<file path="src/rtl/median_fifo_packer.sv">
`default_nettype none
// ============================================================================
// Module   : median_fifo_packer
// Brief    : Packs 16-bit audio samples LSB-first into words for the median
//            prefetch FIFO. A flush zero-pads any partial word.
// Revision : 1.0 - initial release
// ============================================================================
module median_fifo_packer #(
    parameter int SAMPLE_WIDTH     = 16,
    parameter int SAMPLES_PER_WORD = 4,
    parameter int CNT_WIDTH        = 32,
    localparam int WORD_WIDTH      = SAMPLE_WIDTH * SAMPLES_PER_WORD
) (
    input  logic                    wr_clk,
    input  logic                    wr_rst,
    input  logic                    s_valid,
    output logic                    s_ready,
    input  logic [SAMPLE_WIDTH-1:0] s_data,
    input  logic                    flush,
    output logic                    flush_done,
    output logic                    wr_en,
    input  logic                    wr_vld,
    output logic [WORD_WIDTH-1:0]   wr_data,
    output logic                    busy,
    output logic [CNT_WIDTH-1:0]    word_cnt
);

    localparam int                  c_lane_w    = $clog2(SAMPLES_PER_WORD);
    localparam logic [c_lane_w-1:0] c_last_lane = c_lane_w'(SAMPLES_PER_WORD - 1);
    localparam logic [c_lane_w-1:0] c_lane_one  = c_lane_w'(1);
    localparam logic [CNT_WIDTH-1:0] c_cnt_one  = CNT_WIDTH'(1);

    typedef enum logic [1:0] {
        ST_RUN         = 2'd0,
        ST_FLUSH_LOAD  = 2'd1,
        ST_FLUSH_DRAIN = 2'd2
    } state_t;

    state_t                r_state;
    logic [WORD_WIDTH-1:0] r_acc;
    logic [WORD_WIDTH-1:0] r_out;
    logic [c_lane_w-1:0]   r_lane;
    logic                  r_pend;
    logic                  r_flush_done;
    logic [CNT_WIDTH-1:0]  r_word_cnt;

    logic                  w_in_run;
    logic                  w_last;
    logic                  w_xfer;
    logic                  w_slot_free;
    logic [c_lane_w-1:0]   w_lane_inc;
    logic [c_lane_w-1:0]   w_lane_after;
    logic [WORD_WIDTH-1:0] w_acc_ins;

    assign w_in_run    = (r_state == ST_RUN);
    assign w_last      = (r_lane == c_last_lane);
    assign wr_en       = r_pend & wr_vld & ~wr_rst;
    // The last lane may only be filled when out_reg is free or drains this cycle.
    assign s_ready     = ~wr_rst & w_in_run & (~w_last | ~r_pend | wr_en);
    assign w_xfer      = s_valid & s_ready;
    assign w_slot_free = ~r_pend | wr_en;
    assign w_lane_inc  = r_lane + c_lane_one;

    // Lane position once this cycle's transfer (if any) has been applied.
    assign w_lane_after = !w_xfer ? r_lane :
                          (w_last ? '0 : w_lane_inc);

    always_comb begin
        w_acc_ins = r_acc;
        for (int i = 0; i < SAMPLES_PER_WORD; i++) begin
            if (r_lane == c_lane_w'(i)) begin
                w_acc_ins[i*SAMPLE_WIDTH +: SAMPLE_WIDTH] = s_data;
            end
        end
    end

    always_ff @(posedge wr_clk) begin
        if (wr_rst) begin
            r_state      <= ST_RUN;
            r_acc        <= '0;
            r_out        <= '0;
            r_lane       <= '0;
            r_pend       <= 1'b0;
            r_flush_done <= 1'b0;
            r_word_cnt   <= '0;
        end else begin
            r_flush_done <= 1'b0;

            // Later assignments in the state case override this clear on reload.
            if (wr_en) begin
                r_pend     <= 1'b0;
                r_word_cnt <= r_word_cnt + c_cnt_one;
            end

            case (r_state)
                ST_RUN: begin
                    if (w_xfer) begin
                        if (w_last) begin
                            r_out  <= w_acc_ins;
                            r_pend <= 1'b1;
                            r_lane <= '0;
                            r_acc  <= '0;
                        end else begin
                            r_acc  <= w_acc_ins;
                            r_lane <= w_lane_inc;
                        end
                    end
                    if (flush) begin
                        if (w_lane_after != '0) begin
                            r_state <= ST_FLUSH_LOAD;
                        end else begin
                            r_state <= ST_FLUSH_DRAIN;
                        end
                    end
                end

                ST_FLUSH_LOAD: begin
                    // Unfilled lanes of acc are already zero, giving the padding.
                    if (w_slot_free) begin
                        r_out   <= r_acc;
                        r_pend  <= 1'b1;
                        r_lane  <= '0;
                        r_acc   <= '0;
                        r_state <= ST_FLUSH_DRAIN;
                    end
                end

                ST_FLUSH_DRAIN: begin
                    if (w_slot_free) begin
                        r_flush_done <= 1'b1;
                        r_state      <= ST_RUN;
                    end
                end

                default: begin
                    r_state <= ST_RUN;
                end
            endcase
        end
    end

    assign wr_data    = r_out;
    assign flush_done = r_flush_done;
    assign word_cnt   = r_word_cnt;
    assign busy       = (r_lane != '0) | r_pend | ~w_in_run;

endmodule
`default_nettype wire
</file>
<file path="config.mk">
export PLATFORM = sky130hd
export DESIGN_NAME = median_fifo_packer
export DESIGN_NICKNAME = d
export VERILOG_FILES = /design/src/rtl/median_fifo_packer.sv
export SDC_FILE = /design/constraint.sdc
export NUM_CORES = 1
export LEC_CHECK = 0
export CAP_MARGIN = 20
export CORE_MARGIN = 2
export CORE_UTILIZATION = 53
export CTS_BUF_LIST = sky130_fd_sc_hd__clkbuf_8
export CTS_CLUSTER_SIZE = 8
export DETAILED_ROUTE_END_ITERATION = 6
export DONT_BUFFER_PORTS = 1
export PLACE_DENSITY = 0.71
export SYNTH_ARGS = -nofsm -noshare
export SYNTH_HDL_FRONTEND = slang
export SYNTH_SLANG_ARGS = --single-unit
</file>
<file path="constraint.sdc">
create_clock -name wr_clk -period 3.9 [get_ports wr_clk]
set_input_delay 0.78 -clock wr_clk [delete_from_list [all_inputs] [get_ports wr_clk]]
set_output_delay 0.78 -clock wr_clk [all_outputs]
set_load 0.01 [all_outputs]
</file>
==> results of run 1 <==
flip-flops by register name, summed over array words and instances, names as in the netlist:
signal,cells
r_acc,64
r_state,2
r_pend,1
r_lane,2
flush_done,1
word_cnt,32
wr_data,64
final cells by class:
type / count / area share [%]
repair buffers: 5 / 0.4942
well taps: 176 / 2.900
flip-flops and latches: 166 / 43.76
clock buffers: 19 / 3.443
inverters: 6 / 0.2965
multi-input cells: 495 / 47.18
clock inverters: 13 / 1.928
cells in the final DEF, fill, tap and decap left out, types with 2 or more instances in the layout:
cell type  synthesis  final
a211oi_1           9      9
a211oi_2          56     56
a21oi_1            8      7
a22oi_1           23     23
and2_1            19     19
and3_1             3      3
and3b_1            3      3
buf_4             12      4
bufinv_16          0      2
clkbuf_8           0     19
clkinv_4           0      5
dfxtp_1          166    166
ha_1               5      5
inv_1              6      7
inv_6              0      3
mux2i_1           90     90
nand2_1           19     19
nand2b_1           5      5
nand3_1           16     16
nand3b_1           2      2
nand4_1           14     14
nor2_1           153    153
nor2b_1            6      2
nor2b_2            1      5
nor3_1             6      6
nor4_2             3      3
o21ai_0            6      6
or3_1              3      3
xnor2_1            6      6
xor2_1            23     23
stage by stage:
stage                     power (mW)  setup WS (ps)  area, sq um  hold slack, ps
after floorplan                2.375           1238         7236           429.1
after detailed placement       2.418           1371         7179           443.0
after CTS                      3.659           1368         7587           372.4
final                          3.625           1395         7595           409.0
after global routing           3.785           1160         7595           363.8
after global placement         2.401           1492         7179           441.1
layer usage:
layer | wire [um] | up-vias | global-route usage, %
met5 | 0 | - | 0
met4 | 226 | 0 | 7.703
met3 | 1251 | 16 | 8.349
met2 | 7917 | 150 | 36.90
met1 | 6701 | 2441 | 25.94
li1 | - | 2460 | -
critical path, cell delays in order (launching register included):
cell and delay (ps):
dfxtp_1 410, ha_1 370, nand3b_1 210, and3b_1 280
report_power, final:
group	switching (mW)	leakage [nW]	internal, mW
Combinational	0.279	0.999	0.202
Clock	0.639	0.208	0.610
Sequential	0.107	1.34	1.79
worst paths after layout:
check,end,slack (ps),from,depth (start not counted)
setup / recovery,s_ready,1400,r_lane[1],3
hold / removal,word_cnt[14],410,wr_rst,1
setup reg to reg,wr_data[29],1410,r_lane[1],7
hold reg to reg,r_acc[61],460,r_acc[61],1
cell families after synthesis:
group                      Yosys count  synth area share, %
and+or+nand+nor                    261                17.22
buffers and inverters               57                4.842
AOI/OAI and AO/OA                  109                15.03
xor gates and xnor gates            29                3.510
muxes                               91                12.61
DFF                                166                45.93
adders and majority gates            5               0.8646
==> qor.yml, run 1 <==
status: "finished, final reports clean"
htree_levels: 4
synth_area_sq_um: 7236
fin_nets: 717
synth_nets: 744
cts_buffers: 17
synth_area_leaders: "dfxtp_1 46%, mux2i_1 12%, a211oi_2 9.7%, nor2_1 7.9%, xor2_1 2.8%"
overflow: 0
die_x_um: 120.8
arrival_ps: 1720
cp_max_fo: 10
die_h_um: 120.8
viasPerCell: 5.758
core_area_sq_um: 13300
synth.distinct_cells: 46
ys_warn_count: 0
start_util_pct: 54.42
clk_transition_reported_paths_ps: 90
dp_hpwl_um: 11040
vias: 5067
placedCellCount: 847
timing_worst_slew_pin_value_ps: 1077
rsz0062_at_grt: "false"
synth_common_cells: "166 x dfxtp_1, 153 x nor2_1, 90 x mux2i_1"
drc: 0
cts_resized: 0
synth_edf_count: 0
place.gp.congestion: 0.8902
drv_cap: 0
crit_required_ps: 3120
cts.sink_count: 166
drtPass1Iterations: 4
crit_path_start_kind: "flip-flop"
total_leakage_power_nw: 2.551
grt_usage_pct: 22.11
async_reset_ff_share_pct: 0
cts_root_buf: "clkbuf_8"
postRouteAntennaNets: 0
multi_input_area_sq_um: 3583
critical_path_class: "reg -> out"
grt_pass1_wl_um: 25050
post-cts-setup-buffers: 0
slew_violations: 0
drive_gt1_share_pct: 15.48
insertion_delay_ps: 450
die_area_sq_um: 14600
ios: 121
maxSlewHeadroom_pct: 27.89
synth.yosys.seq_area_share_pct: 45.93
num_rows: 42
yosys.area.top_type: "dfxtp_1"
synth.ff_latch_count: 166
numPortBuffers: 0
grt_max_degree: 136
post-route-min-period_ps: 2505
fill_cells: 1119
wl_per_cell_um: 18.29
first_iter_violations: 316
layout.cells.non_filler: 880
cts_tree: "yes"
yosysTopAreaCellShare_pct: 45.93
finClkSkew_ps: 10.00
syn2layout_area_growth_pct: 4.963
grt_pass1_vias: 4846
regArea_sq_um: 3323
syn_inst: 718
fmax_ghz: 0.3992
end_kind: "output pin"
tns_ps: 0
fin_util_pct: 57.12
cts.path.max_buffers: 2
setup-violations-final: 0
drt-total-wl_um: 16100
min_period_over_period_pct: 64.22
final_hold_viol_count: 0
hold_path_class: "in -> reg"
power.density_nw_per_um2: 477.4
cts_hold_buf: 0
synth.avg_cell_area_sq_um: 10.08
grt_antenna_before_repair: 0
antenna_cells: 0
irDropWorstVdd_v: 0.0003544
ys.flop_type: "dfxtp_1"
synth.most_common_cell: "dfxtp_1"
Power figures use the tool's default switching activity.
==> inputs of run 2 (changes only) <==
ABC_AREA = 1   (was default)
PLACE_DENSITY = 0.74   (was 0.71)
clock period = 2.1 ns   (was 3.9 ns; I/O delays follow)
==> run 2 against run 1 <==
Against the previous run: sequential power rose by 83%; clock skew rose by 11 ps; die area rose by 11%; final area rose by 13%; via count rose by 44%; sequential share of layout area fell by 5.1 points; sequential cell count did not move; cell count rose by 62%; worst hold slack got worse by 360 ps; non-clock buffer count rose by 20; global-route usage rose by 2.1 points; power rose by 96%; largest power group unchanged.
==> qor.yml, run 2 <==
total_leakage_power_nw: 3.320
viasPerCell: 5.120
ios: 121
place.gp.congestion: 0.9232
synth.distinct_cells: 34
die_area_sq_um: 16170
power_mw: 7.103
num_rows: 45
end_kind: "output pin"
grt_pass1_vias: 6475
synth_area_leaders: "dfxtp_1 41%, nand2_1 17%, o21ai_0 9.1%, a21oi_1 7.5%, nor2_1 7.2%"
syn2layout_area_growth_pct: 6.910
arrival_ps: 1570
async_reset_ff_share_pct: 0
synth_common_cells: "370 x nand2_1, 166 x dfxtp_1, 155 x nor2_1"
layout.cells.non_filler: 1422
internal_power_mw: 4.942
vias: 7280
cts_root_buf: "clkbuf_8"
crit_required_ps: 1680
drive_gt1_share_pct: 6.078
start_util_pct: 53.47
placedCellCount: 1389
clk_transition_reported_paths_ps: 90
fin_area_sq_um: 8594
hold_ws_ps: 46.58
dp_hpwl_um: 13080
timing_worst_slew_pin_value_ps: 678.0
yosysTopAreaCellShare_pct: 41.34
r2r_setup_slack_ps: 290
fin_util_pct: 57.17
cts.path.max_buffers: 2
cts_resized: 0
rsz0062_at_grt: "false"
final_hold_viol_count: 0
ys_warn_count: 0
synth.most_common_cell: "nand2_1"
overflow: 0
synth.avg_cell_area_sq_um: 6.473
status: "finished, final reports clean"
numPortBuffers: 0
ys.flop_type: "dfxtp_1"
place_area_sq_um: 8174
min_period_over_period_pct: 94.76
crit_path_start_kind: "flip-flop"
grt_antenna_before_repair: 0
cts.sink_count: 166
preCtsSetupSlack_ps: 335.6
antenna_cells: 0
fin_ws_ps: 110.1
die_h_um: 127.2
hold_path_class: "in -> reg"
final_common_cell: "nand2_1"
cts_buffers: 17
wl_per_cell_um: 13.49
synth_nets: 1268
synth_edf_count: 0
yosys.area.top_type: "dfxtp_1"
finClkSkew_ps: 20.60
irDropWorstVdd_v: 0.0004251
grt_usage_pct: 24.20
htree_levels: 4
synth.ff_latch_count: 166
slew_violations: 0
power.density_nw_per_um2: 826.4
grt_max_degree: 69
final_cell_mix: "370 x nand2_1, 166 x dfxtp_1, 155 x nor2_1"
cts_tree: "yes"
fmax_ghz: 0.5025
drc: 0
grt_pass1_wl_um: 31890
first_iter_violations: 636
tns_ps: 0
cp_max_fo: 5
maxSlewHeadroom_pct: 54.80
power.switching_mw: 2.161
post-route-min-period_ps: 1990
critical_path_class: "reg -> out"
insertion_delay_ps: 470
core_area_sq_um: 15030
seqPwrFrac_pct: 48.8
synth_area_sq_um: 8039
drt-total-wl_um: 19180
post-cts-setup-buffers: 0
postRouteAntennaNets: 0
syn_inst: 1242
setup-violations-final: 0
pwr-share-comb_pct: 17.5
p_sw_share_pct: 30.42
synth.yosys.seq_area_share_pct: 41.34
fin_nets: 1247
p_clk_share_pct: 33.7
drtPass1Iterations: 6
drv_cap: 0
fill_cells: 1472
die_x_um: 127.2
-- run 2: cell type report --
type / count / area [sq um] / area share (%)
multi-input combinational: 858 / 3811 / 44.34
sequential: 166 / 3323 / 38.67
inverter: 153 / 574.3 / 6.682
clock buffer: 18 / 247.7 / 2.883
timing repair buffer: 25 / 240.2 / 2.795
tap: 188 / 235.2 / 2.737
clock inverter: 14 / 162.7 / 1.893
-- run 2: cell families (layout without fill, tap and decap cells) --
group	after synthesis	in the layout	synth area share, %
AOI/OAI and AO/OA	282	282	17.99
muxes	1	1	0.1245
and+or+nand+nor	565	565	27.97
xor gates and xnor gates	5	5	0.5448
DFF	166	166	41.34
buffers and inverters	218	210	11.25
adders and majority gates	5	5	0.7782
-- run 2: power by group through the flow --
stage	clock (mW)	sequential (mW)	combinational (mW)
final	2.40	3.46	1.24
after detailed placement	0	3.54	1.23
after global placement	0	3.53	1.21
after global routing	2.55	3.49	1.45
after floorplan	0	3.51	1.00
after CTS	2.43	3.46	1.24
-- run 2: final timing paths --
path	cells past startpoint	to	start
worst max-delay path	5	s_ready	r_state[1]
worst min-delay path	1	word_cnt[28]	wr_rst
worst min register to register	2	r_acc[54]	r_acc[54]
worst max register to register	8	word_cnt[25]	word_cnt[2]
-- run 2: routing by layer --
metal / global-route usage, % / vias to the layer above / wire length (um)
met5: 0 / - / 0
met4: 7.951 / 0 / 291
met3: 6.910 / 20 / 1310
met2: 39.78 / 193 / 8776
met1: 30.77 / 3226 / 8804
li1: - / 3841 / -
-- run 2: repair_timing --
action | 4_1_cts | 5_1_grt
endpoints found under the setup margin | 0 | 1
hold buffers | 1 | 0
endpoints found under the hold margin | 8 | 0
-- run 2: worst max-delay path, stage by stage (launching register included) --
cell and delay [ps]:
dfxtp_1 330, inv_2 90, nand2_1 100, nor2_2 140, inv_1 90, a31oi_1 370
==> inputs of run 3 (changes only) <==
CORE_ASPECT_RATIO = 1.5   (was default)
==> run 3 against run 2 <==
Against the previous run: worst setup slack better by 39 ps; cell count rose by 0.77%; highest routed layer unchanged; register-to-register slack worse by 60 ps; largest cell class unchanged; critical path depth decreased by 1; first-iteration DRC count fell by 34%; final area rose by 0.31%; global-route usage grew 0.22 points; via count increased by 1.6%.
==> qor.yml, run 3 (synthesis results as in run 2) <==
status: "finished, final reports clean"
setup-violations-final: 0
fin_ws_ps: 148.9
die_area_sq_um: 16190
antenna_cells: 0
maxSlewHeadroom_pct: 53.67
rsz0062_at_grt: "false"
grt_pass1_vias: 6741
final_cell_mix: "370 x nand2_1, 166 x dfxtp_1, 155 x nor2_1"
drtPass1Iterations: 7
slew_violations: 0
grt_max_degree: 69
grt_pass1_wl_um: 32270
crit_required_ps: 1680
die_h_um: 154.8
postRouteAntennaNets: 0
irDropWorstVdd_v: 0.0004519
drv_cap: 0
cts.path.max_buffers: 2
insertion_delay_ps: 450
cts.sink_count: 166
final_hold_viol_count: 0
timing_worst_slew_pin_value_ps: 695.0
final_common_cell: "nand2_1"
numPortBuffers: 0
critical_path_class: "reg -> out"
fin_area_sq_um: 8621
min_period_over_period_pct: 92.91
dp_hpwl_um: 13450
end_kind: "output pin"
num_rows: 55
place.gp.congestion: 0.8919
critPathMaxStageDelay_ps: 350
ios: 121
core_area_sq_um: 14930
clk_transition_reported_paths_ps: 90
fmax_ghz: 0.5125
viasPerCell: 5.163
drive_gt1_share_pct: 6.402
first_iter_violations: 418
layout.cells.non_filler: 1433
wl_per_cell_um: 13.83
drt-total-wl_um: 19820
tns_ps: 0
die_x_um: 104.6
grt_antenna_before_repair: 0
cp_max_fo: 4
arrival_ps: 1530
fin_nets: 1247
drc: 0
preCtsSetupSlack_ps: 247.9
start_util_pct: 53.83
vias: 7399
cp_cell_sequence: "inv_1 -> ha_1 -> nand4_1 -> buf_4"
hold_path_class: "in -> reg"
fill_cells: 1465
post-route-min-period_ps: 1951
cts_buffers: 17
cts_root_buf: "clkbuf_8"
place_area_sq_um: 8175
total_leakage_power_nw: 3.321
fin_util_pct: 57.73
grt_usage_pct: 24.42
overflow: 0
cts_tree: "yes"
placedCellCount: 1400
htree_levels: 4
post-cts-setup-buffers: 0
crit_slowest_cell: "dfxtp_1"
finClkSkew_ps: 11.17
syn2layout_area_growth_pct: 7.237
power.density_nw_per_um2: 833.6
crit_path_start_kind: "flip-flop"
run 3: changes by cell type in the layout (fill, tap and decap cells not counted):
cell / change
clkbuf_8: -1
buf_6: +1
inv_8: +1
inv_6: +5
clkinvlp_4: -2
buf_12: -1
a31oi_1: -1
a31oi_2: +1
inv_1: -3
run 3: worst max-delay path, delay by kind of cell, from the launching register on:
family	cells	cell delay (ps)
flip-flops	1	350
adder cells (fa/ha/maj)	1	270
buffers and inverters	2	300
AND/OR/NAND/NOR	1	160
run 3: what timing repair did:
item / CTS / global route
hold endpoints to repair: 0 / 1
resized for setup: 0 / 2
hold buffers: 0 / 1
setup endpoints to repair: 0 / 7
run 3: area by class of cell:
cell class	instances	area [sq um]	share of cell area (%)
clock buffers	17	234.0	2.714
clock inverters	15	191.4	2.221
inverters	153	574.3	6.662
multi-input cells	858	3817	44.28
flip-flops and latches	166	3323	38.55
well taps	199	249.0	2.888
repair buffers	25	231.5	2.685
run 3: stage by stage:
step | hold slack (ps) | power [mW]
2_1_floorplan | 408.4 | 4.510
3_3_place_gp | 414.3 | 4.743
3_5_place_dp | 417.0 | 4.776
4_1_cts | 7.148 | 7.218
5_1_grt | 3.991 | 7.587
6_report | 33.88 | 7.187
run 3: path summary, 6_finish.rpt:
| path | to | from | slack [ps] | cells after the start |
|---|---|---|---|---|
| setup / recovery | busy | r_lane[1] | 150 | 4 |
| hold / removal | word_cnt[31] | wr_rst | 30 | 1 |
| setup reg to reg | wr_data[26] | r_lane[0] | 230 | 8 |
| hold reg to reg | r_acc[62] | r_acc[62] | 430 | 2 |
run 3: per-layer routing:
| metal | wire length [um] | track usage [%] |
|---|---|---|
| met3 | 1245 | 5.605 |
| met1 | 8335 | 28.74 |
| met4 | 762 | 11.97 |
| met2 | 9476 | 41.71 |
| met5 | 0 | 0 |
run 3: power breakdown:
group / total [mW] / internal [mW] / switching [mW]
Sequential: 3.46 / 3.34 / 0.117
Combinational: 1.26 / 0.407 / 0.856
Clock: 2.46 / 1.21 / 1.26
